[src/rtl/tone_gen_pkg.sv]
// Shared types and constants for the tone generator: sample width, waveform
// select encodings, amplitude constants and the waveform shaping function.
package tone_gen_pkg;

    localparam int SAMPLE_W = 24;

    typedef enum logic [1:0] {
        WAVE_SQUARE  = 2'b00,
        WAVE_SAW     = 2'b01,
        WAVE_TRI     = 2'b10,
        WAVE_SILENCE = 2'b11
    } wave_e;

    localparam logic [SAMPLE_W-1:0] AMP_POS  = 24'h7FFFFF;
    localparam logic [SAMPLE_W-1:0] AMP_NEG  = 24'h800000;
    localparam logic [SAMPLE_W-1:0] MSB_FLIP = 24'h800000;

    // Maps an unsigned phase to a signed full-scale sample; MSB_FLIP turns
    // an offset-binary ramp into two's complement.
    function automatic logic [SAMPLE_W-1:0] shape_wave(input wave_e sel,
                                                       input logic [SAMPLE_W-1:0] p);
        logic [SAMPLE_W-1:0] t;
        logic [SAMPLE_W-1:0] w;
        t = {p[SAMPLE_W-2:0], 1'b0};
        w = '0;
        case (sel)
            WAVE_SQUARE: w = p[SAMPLE_W-1] ? AMP_NEG : AMP_POS;
            WAVE_SAW:    w = p ^ MSB_FLIP;
            WAVE_TRI:    w = (p[SAMPLE_W-1] ? ~t : t) ^ MSB_FLIP;
            default:     w = '0;
        endcase
        return w;
    endfunction

endpackage

[src/rtl/sample_tick_div.sv]
// Sample-rate divider: counts 0..DIV-1 and emits a one-cycle tick on the
// last count of each period.
module sample_tick_div #(
    parameter int DIV = 64
) (
    input  logic clk,
    input  logic rst,
    output logic tick_o
);

    localparam int CNT_W = (DIV > 1) ? $clog2(DIV) : 1;
    localparam logic [CNT_W-1:0] CNT_LAST = CNT_W'(DIV - 1);

    logic [CNT_W-1:0] count_q;
    logic [CNT_W-1:0] count_d;

    assign tick_o = (count_q == CNT_LAST);

    always_comb begin
        count_d = count_q + 1'b1;
        if (tick_o) begin
            count_d = '0;
        end
    end

    always_ff @(posedge clk) begin
        if (rst) begin
            count_q <= '0;
        end else begin
            count_q <= count_d;
        end
    end

endmodule

[src/rtl/tone_gen.sv]
// Tone generator: phase accumulator feeding a capture/shape/scale pipeline
// with a valid/ready output register. Optional fade-out when TONE_GEN_FADE_EN.
module tone_gen
    import tone_gen_pkg::*;
#(
    parameter int SAMPLE_DIV   = 64,
    parameter int FADE_SAMPLES = 256
) (
    input  logic                clk,
    input  logic                rst,
    input  logic                enable,
    input  logic [23:0]         tone_step,
    input  logic [1:0]          wave_sel,
    input  logic [3:0]          volume,
    output logic [SAMPLE_W-1:0] sample_l,
    output logic [SAMPLE_W-1:0] sample_r,
    output logic                sample_valid,
    input  logic                sample_ready,
    output logic                overrun,
    input  logic                overrun_clr
);

    logic tick;

    sample_tick_div #(.DIV(SAMPLE_DIV)) u_div (
        .clk    (clk),
        .rst    (rst),
        .tick_o (tick)
    );

    logic [SAMPLE_W-1:0] phase_q,    phase_d;
    logic                s1_valid_q, s1_valid_d;
    logic [SAMPLE_W-1:0] s1_phase_q, s1_phase_d;
    logic                s1_mute_q,  s1_mute_d;
    logic [3:0]          s1_atten_q, s1_atten_d;
    logic                s2_valid_q, s2_valid_d;
    logic [SAMPLE_W-1:0] s2_wave_q,  s2_wave_d;
    logic [3:0]          s2_atten_q, s2_atten_d;
    logic [SAMPLE_W-1:0] out_q,      out_d;
    logic                valid_q,    valid_d;
    logic                overrun_q,  overrun_d;

    logic                cap_mute;
    logic [3:0]          cap_atten;
    logic                advance;
    logic [SAMPLE_W-1:0] scaled;

`ifdef TONE_GEN_FADE_EN
    localparam int FCNT_W = (FADE_SAMPLES > 1) ? $clog2(FADE_SAMPLES) : 1;
    localparam logic [FCNT_W-1:0] FCNT_LAST = FCNT_W'(FADE_SAMPLES - 1);

    logic [3:0]        atten_q, atten_d;
    logic              mute_q,  mute_d;
    logic [FCNT_W-1:0] fcnt_q,  fcnt_d;

    // Fade state only moves on ticks; the phase keeps running until fully muted.
    always_comb begin
        atten_d   = atten_q;
        mute_d    = mute_q;
        fcnt_d    = fcnt_q;
        cap_atten = enable ? volume : atten_q;
        cap_mute  = !enable && mute_q;
        advance   = enable || !mute_q;
        if (tick) begin
            if (enable) begin
                atten_d = volume;
                mute_d  = 1'b0;
                fcnt_d  = '0;
            end else if (!mute_q) begin
                if (fcnt_q == FCNT_LAST) begin
                    fcnt_d = '0;
                    if (atten_q == 4'hF) begin
                        mute_d = 1'b1;
                    end else begin
                        atten_d = atten_q + 4'd1;
                    end
                end else begin
                    fcnt_d = fcnt_q + 1'b1;
                end
            end
        end
    end

    always_ff @(posedge clk) begin
        if (rst) begin
            atten_q <= '0;
            mute_q  <= 1'b0;
            fcnt_q  <= '0;
        end else begin
            atten_q <= atten_d;
            mute_q  <= mute_d;
            fcnt_q  <= fcnt_d;
        end
    end
`else
    assign cap_atten = volume;
    assign cap_mute  = !enable;
    assign advance   = enable;
`endif

    assign scaled = $unsigned($signed(s2_wave_q) >>> s2_atten_q);

    always_comb begin
        phase_d    = phase_q;
        s1_valid_d = tick;
        s1_phase_d = s1_phase_q;
        s1_mute_d  = s1_mute_q;
        s1_atten_d = s1_atten_q;
        s2_valid_d = s1_valid_q;
        s2_wave_d  = s2_wave_q;
        s2_atten_d = s2_atten_q;
        out_d      = out_q;
        valid_d    = valid_q;
        overrun_d  = overrun_q;

        if (tick) begin
            s1_phase_d = phase_q;
            s1_mute_d  = cap_mute;
            s1_atten_d = cap_atten;
            if (advance) begin
                phase_d = phase_q + tone_step;
            end
        end

        if (s1_valid_q) begin
            s2_wave_d  = s1_mute_q ? '0 : shape_wave(wave_e'(wave_sel), s1_phase_q);
            s2_atten_d = s1_atten_q;
        end

        // A load with the old sample still pending and not taken is an overrun;
        // it takes priority over a same-cycle clear.
        if (overrun_clr) begin
            overrun_d = 1'b0;
        end
        if (s2_valid_q) begin
            out_d   = scaled;
            valid_d = 1'b1;
            if (valid_q && !sample_ready) begin
                overrun_d = 1'b1;
            end
        end else if (valid_q && sample_ready) begin
            valid_d = 1'b0;
        end
    end

    always_ff @(posedge clk) begin
        if (rst) begin
            phase_q    <= '0;
            s1_valid_q <= 1'b0;
            s1_phase_q <= '0;
            s1_mute_q  <= 1'b0;
            s1_atten_q <= '0;
            s2_valid_q <= 1'b0;
            s2_wave_q  <= '0;
            s2_atten_q <= '0;
            out_q      <= '0;
            valid_q    <= 1'b0;
            overrun_q  <= 1'b0;
        end else begin
            phase_q    <= phase_d;
            s1_valid_q <= s1_valid_d;
            s1_phase_q <= s1_phase_d;
            s1_mute_q  <= s1_mute_d;
            s1_atten_q <= s1_atten_d;
            s2_valid_q <= s2_valid_d;
            s2_wave_q  <= s2_wave_d;
            s2_atten_q <= s2_atten_d;
            out_q      <= out_d;
            valid_q    <= valid_d;
            overrun_q  <= overrun_d;
        end
    end

    assign sample_l     = out_q;
    assign sample_r     = out_q;
    assign sample_valid = valid_q;
    assign overrun      = overrun_q;

endmodule

[config.mk]
export PLATFORM = sky130hd
export DESIGN_NAME = tone_gen
export DESIGN_NICKNAME = d
export VERILOG_FILES = /design/src/rtl/tone_gen_pkg.sv /design/src/rtl/sample_tick_div.sv /design/src/rtl/tone_gen.sv
export SDC_FILE = /design/constraint.sdc
export NUM_CORES = 1
export LEC_CHECK = 0
export ABC_CLOCK_PERIOD_IN_PS = 2520
export BUFFER_PORTS_ARGS = -buffer_cell sky130_fd_sc_hd__buf_2
export CELL_PAD_IN_SITES_DETAIL_PLACEMENT = 0
export CELL_PAD_IN_SITES_GLOBAL_PLACEMENT = 2
export CORE_MARGIN = 2
export CORE_UTILIZATION = 35
export DETAILED_ROUTE_END_ITERATION = 6
export HOLD_SLACK_MARGIN = 0.05
export PLACE_DENSITY = 0.91
export SLEW_MARGIN = 20
export SYNTH_ARGS = -nofsm -noshare
export SYNTH_HDL_FRONTEND = slang
export SYNTH_SLANG_ARGS = --single-unit
[constraint.sdc]
create_clock -name clk -period 2.52 [get_ports clk]
set_input_delay 0.252 -clock clk [delete_from_list [all_inputs] [get_ports clk]]
set_output_delay 0.252 -clock clk [all_outputs]
set_load 0.01 [all_outputs]
## Word-level counts from Yosys, hierarchy flattened

Cells that the tools add are included.

| storage, ports and cells | value |
|---|---|
| register bits | 115 |
| input port bits | 35 |
| word-level logic and storage cells | 38 |

| cells by class | value |
|---|---|
| $add $sub $neg | 2 |
| equal/unequal tests | 3 |
| shift operators | 1 |
| multiplexer cells | 9 |
| bitwise logic cells | 3 |
| reductions and logical operators | 8 |

Operators by type and width:

| cell | count |
|---|---|
| $mux 24 | 3 |
| $pmux 24 s3 | 1 |
| $add 24x24->24 | 1 |
| $not 24->24 | 1 |
| $sshr 24x4->24 | 1 |
| $add 6x1->6 const B | 1 |
| $eq 6x6->1 const B | 1 |
| $mux 1 | 5 |
| $eq 2x1->1 const B | 1 |
| $eq 2x2->1 const B | 1 |
| $logic_and 1x1->1 | 2 |
| $logic_not 1->1 | 2 |
| $logic_not 2->1 | 1 |
| $not 1->1 | 2 |
| $reduce_and 2->1 | 1 |
| $reduce_bool 2->1 | 1 |
| $reduce_or 2->1 | 1 |

## Logic depth before layout (Yosys ltp)

| depth | value |
|---|---|
| depth after elaboration | 5 |
| gate-level depth with buffers | 9 |
| gate-level depth less buffers | 9 |

## Hierarchy

Synthesis repeated with hierarchy kept, for this count alone.

| second synthesis, totals | value |
|---|---|
| cell total of the unflattened synthesis | 821 |
| area, all modules | 6996.7 um^2 |

Modules (own cells, without submodules):

| module | instances | cells each | area each (um^2) |
|---|---|---|---|
| tone_gen | 1 | 797 | 6759.0 |
| sample_tick_div | 1 | 24 | 237.7 |

## Least setup slack after synthesis

Ideal clock, no wire load.

| timing path | value |
|---|---|
| path kind | register -> register |
| from | reg phase_q[7] |
| to | reg phase_q[23] |
| setup time | 0.123 ns |
| arrival | 2.170 ns |
| required time | 2.397 ns |
| path slack | 0.226 ns |
| stages on the path, launching flop included | 9 |
| buffers on the path | 0 |
| period minus slack after synthesis | 2.294 ns |
| cell sequence | dfxtp_1 -> ha_1 -> and3_4 -> a221o_1 -> a21oi_2 -> o31ai_1 -> a21oi_1 -> mux2i_1 -> mux2_1 |

| on the way | value |
|---|---|
| cells in the longest elaborated chain, start to end | 1 |

RTL lines:

| element | line | source |
|---|---|---|
| start, declared | tone_gen.sv:31 | `logic [SAMPLE_W-1:0] phase_q, phase_d;` |
| start signal, assigned | tone_gen.sv:160 | `phase_q <= phase_d;` |
| $add 24x24->24 | tone_gen.sv:121 | `phase_d = phase_q + tone_step;` |

No other way between the ends.
A chain may end at the register's enable or synchronous reset.

## Worst setup path after layout

| timing path | value |
|---|---|
| from | reg phase_q[7] |
| to | reg phase_q[17] |

Same word-level chain as after synthesis.

==> key figures <==
Logic synthesis
  – Post-synth EDFFs: 0
  – Synth area leader: dfxtp_1
  – FFs w/ async S/R, synth: 0
  – Post-synth top flop: dfxtp_1
  – Commonest cells in the netlist: nand2_1 (127), dfxtp_1 (115), nor2_1 (77), a21oi_1 (68), mux2i_1 (42)
  – Yosys reg bits: 115
  – Most numerous cell in the Yosys netlist: nand2_1
  – Synthesized Nets: 905
  – Synth Area per Inst: 8.30 um^2
  – Mapped Cells: 845
  – Sequential area share after synthesis: 0.328
  – Post-Syn Area: 0.00701 mm^2
  – Synth warnings: 0
  – Yosys cell types: 70
  – Top post-synthesis cells by area: dfxtp_1 (33%), nand2_1 (6.8%), mux2i_1 (6.0%), a21oi_1 (4.9%), mux4_2 (4.8%)
  – Area share of the largest cell type after synthesis: 0.328

Layout
  – Fin nets: 950
  – Share of layout cells above drive strength 1: 0.200
  – Ant diodes: 0
  – Area growth from synthesis to layout: 15.9%

Drt
  – Routed len/inst: 14.7 um
  – Final ANT Viol Nets: 0
  – Vias/cell: 5.09
  – Post-Route WL: 17200 um
  – Vias: 5946
  – Drt first pass iters: 5
  – DRC violations left: 0
  – Initial DRC count: 393

GRT
  – GRT overflow: 0
  – Initial antenna violation count: 1
  – Total track usage: 0.165
  – First-pass GRT wire length: 28500 um
  – Pin count of the biggest net entering global routing: 54
  – Vias in the first global route: 5474

Die
  – Die X: 146 um
  – Row cnt: 51
  – Die footprint: 0.0212 mm^2
  – CORE AREA: 0.0196 mm^2
  – DIE HEIGHT: 146 um
  – Initial Utilization: 0.358
  – # IOs: 85

Setup path
  – Crit-path max FO: 4
  – CP endpoint: phase_q[17]
  – R2R Setup Slk: 0.12 ns
  – CP cell instances: ha_1 -> and3_4 -> a221o_1 -> a211oi_4 -> o21ai_2 -> a221oi_2 -> nor3_1 -> a221o_1
  – Max stage delay on crit path: 0.41 ns
  – CP max-delay cell: a221o_1
  – CP delay by family, top: compound AO/OA/AOI/OAI gates
  – Worst path required time: 2.83 ns
  – Crit path top cell by count: a221o_1
  – CP Data Arrival Time: 2.71 ns
  – Reg2Reg Capture Point: phase_q[17]
  – Worst reg2reg startpoint: phase_q[7]
  – WP buf/inv: 0
  – CP Class: register to register
  – R2R cell count: 8
  – Worst setup startpoint: phase_q[7]
  – CP endpoint kind: register
  – Crit. path cell count: 8
  – Startpoint Class: register

Placement
  – Gp weighted congestion: 0.813
  – HPWL after DPL: 12600 um
  – Setup Slack @ Placement: 0.0468 ns
  – I/O Buffers: 84

Timing
  – Max-slew violation count: 0
  – Normalized max-slew margin: 0.496
  – Final setup fails: 0
  – Slew at the pin with the worst max-slew slack: 0.753 ns
  – Setup slack after layout: 0.120 ns
  – Final cycle utilization of the critical path: 0.952
  – Fin crit period: 2.40 ns
  – Setup Skew: 0.00691 ns
  – RSZ-0062 raised after global routing: no
  – Fin Setup TNS: 0 ns
  – Final hold violations: 0
  – Max Freq: 417 MHz

Clocking
  – Cts bufs inserted: 17
  – # clock sinks: 115
  – Root Buffer: clkbuf_16
  – # hold bufs at CTS: 0
  – H-tree depth: 4
  – Post-CTS Setup Bufs: 0
  – Longest Clk Path Bufs: 2
  – Clk_lat worst skew: 0.41 ns
  – TritonCTS clock tree: done
  – Clock Pin Slew Worst Setup and Hold Paths: 0.06 ns

Job
  – Max cap viols: 0

Status
  – Status: complete, no violations

Power
  – Max VDD drop: 0.486 mV
  – Leak Pwr: 3.19 nW
  – Total Power: 4.43 mW
  – Power Dens Cells: 545 mW/mm^2

Worst hold path
  – Hold Path Class: input port to register
[through the flow]
stage,utilization,cells,instance area (um^2),hold slack (ns)
global placement,0.383,1136,7510,0.443
floorplan,-,845,7010,0.388
CTS,0.413,1168,8100,0.0645
global route,0.415,1168,8130,0.0879
finish,0.415,1168,8130,0.0767
detailed placement,0.383,1136,7510,0.449
[power by group]
part,switching [mW],internal (mW)
clock network,0.820,1.57
registers,0.00348,1.82
logic,0.131,0.0885
[cell usage in the layout (no fill, tap or decap), types with 3 or more instances in the layout]
master     instances
o21ai_1           10
o21ai_0           33
o21a_1             5
xnor2_1           32
mux4_2            15
nor2_1            77
nand4_1            6
or4_1              3
a211oi_1          15
clkbuf_1           3
dfxtp_1          115
a211o_1            3
a221o_1            3
nand3_1           12
ha_1              23
inv_1              7
a31oi_1            6
inv_2              4
nor3_1            11
buf_2             83
bufinv_16          3
a21o_1             6
mux2i_1           42
nand2b_1          11
clkinv_2           6
o21bai_1           4
mux2_2             4
and2_1             5
xor2_1             6
nor2b_1           29
clkbuf_16         17
o211ai_1          11
buf_4             25
mux2_1             3
nand2_1          127
a21oi_1           68
and3_1             3
a22oi_1           24
[kinds of logic (layout without fill, tap and decap cells)]
group,after synthesis,count (layout),share of synthesized area
xor gates and xnor gates,38,38,0.0474
buffers and inverters,96,154,0.0755
adders and majority gates,25,25,0.0457
DFF,115,115,0.328
and+or+nand+nor,298,298,0.193
muxes,64,64,0.119
AOI/OAI and AO/OA,209,209,0.191
[sequential cells by signal, indices dropped and copies added (netlist names)]
| signal | count |
|---|---|
| phase_q | 24 |
| s1_phase_q | 24 |
| s2_wave_q | 24 |
| sample_l | 24 |
| u_div.count_q | 6 |
| s1_atten_q | 4 |
| s2_atten_q | 4 |
| overrun | 1 |
| s1_mute_q | 1 |
| s1_valid_q | 1 |
| s2_valid_q | 1 |
| sample_valid | 1 |
[worst register-to-register path, delay by kind of cell, from the launching register on]
family	cells	cell delay [ns]
flops	1	0.33
simple gates	2	0.28
fa+ha+maj	1	0.33
compound gates	5	1.37
[layer usage]
metal	up-vias	track usage	wire length [um]
li1	3056	-	-
met4	0	0.0480	113
met5	-	0	0
met1	2745	0.225	8390
met2	138	0.264	7900
met3	7	0.0345	766
[layout make-up]
| cell class | instances | area (um^2) |
|---|---|---|
| clock buffers | 21 | 450 |
| clock inverters | 11 | 135 |
| fillers | 2025 | 11500 |
| inverters | 12 | 45.0 |
| multi-input cells | 634 | 4220 |
| flip-flops and latches | 115 | 2300 |
| well taps | 265 | 332 |
| repair buffers | 110 | 643 |
[repair_timing]
item / 4_1_cts / 5_1_grt
setup endpoints to repair: 0 / 6
gates resized for setup: 0 / 8
endpoints found under the hold margin: 0 / 0
[how the worst min path moves through the flow]
stage / startpoint / slack [ns] / depth (start not counted) / to
final: volume[0] / 0.08 / 3 / s1_atten_q[0]
after global routing: volume[0] / 0.09 / 3 / s1_atten_q[0]
after CTS: volume[0] / 0.06 / 3 / s1_atten_q[0]
after detailed placement: s1_atten_q[1] / 0.45 / 2 / s1_atten_q[1]
after global placement: s1_atten_q[1] / 0.44 / 2 / s1_atten_q[1]
after floorplan: volume[0] / 0.39 / 2 / s1_atten_q[0]
No activity file was read; power rests on OpenSTA's default activity.
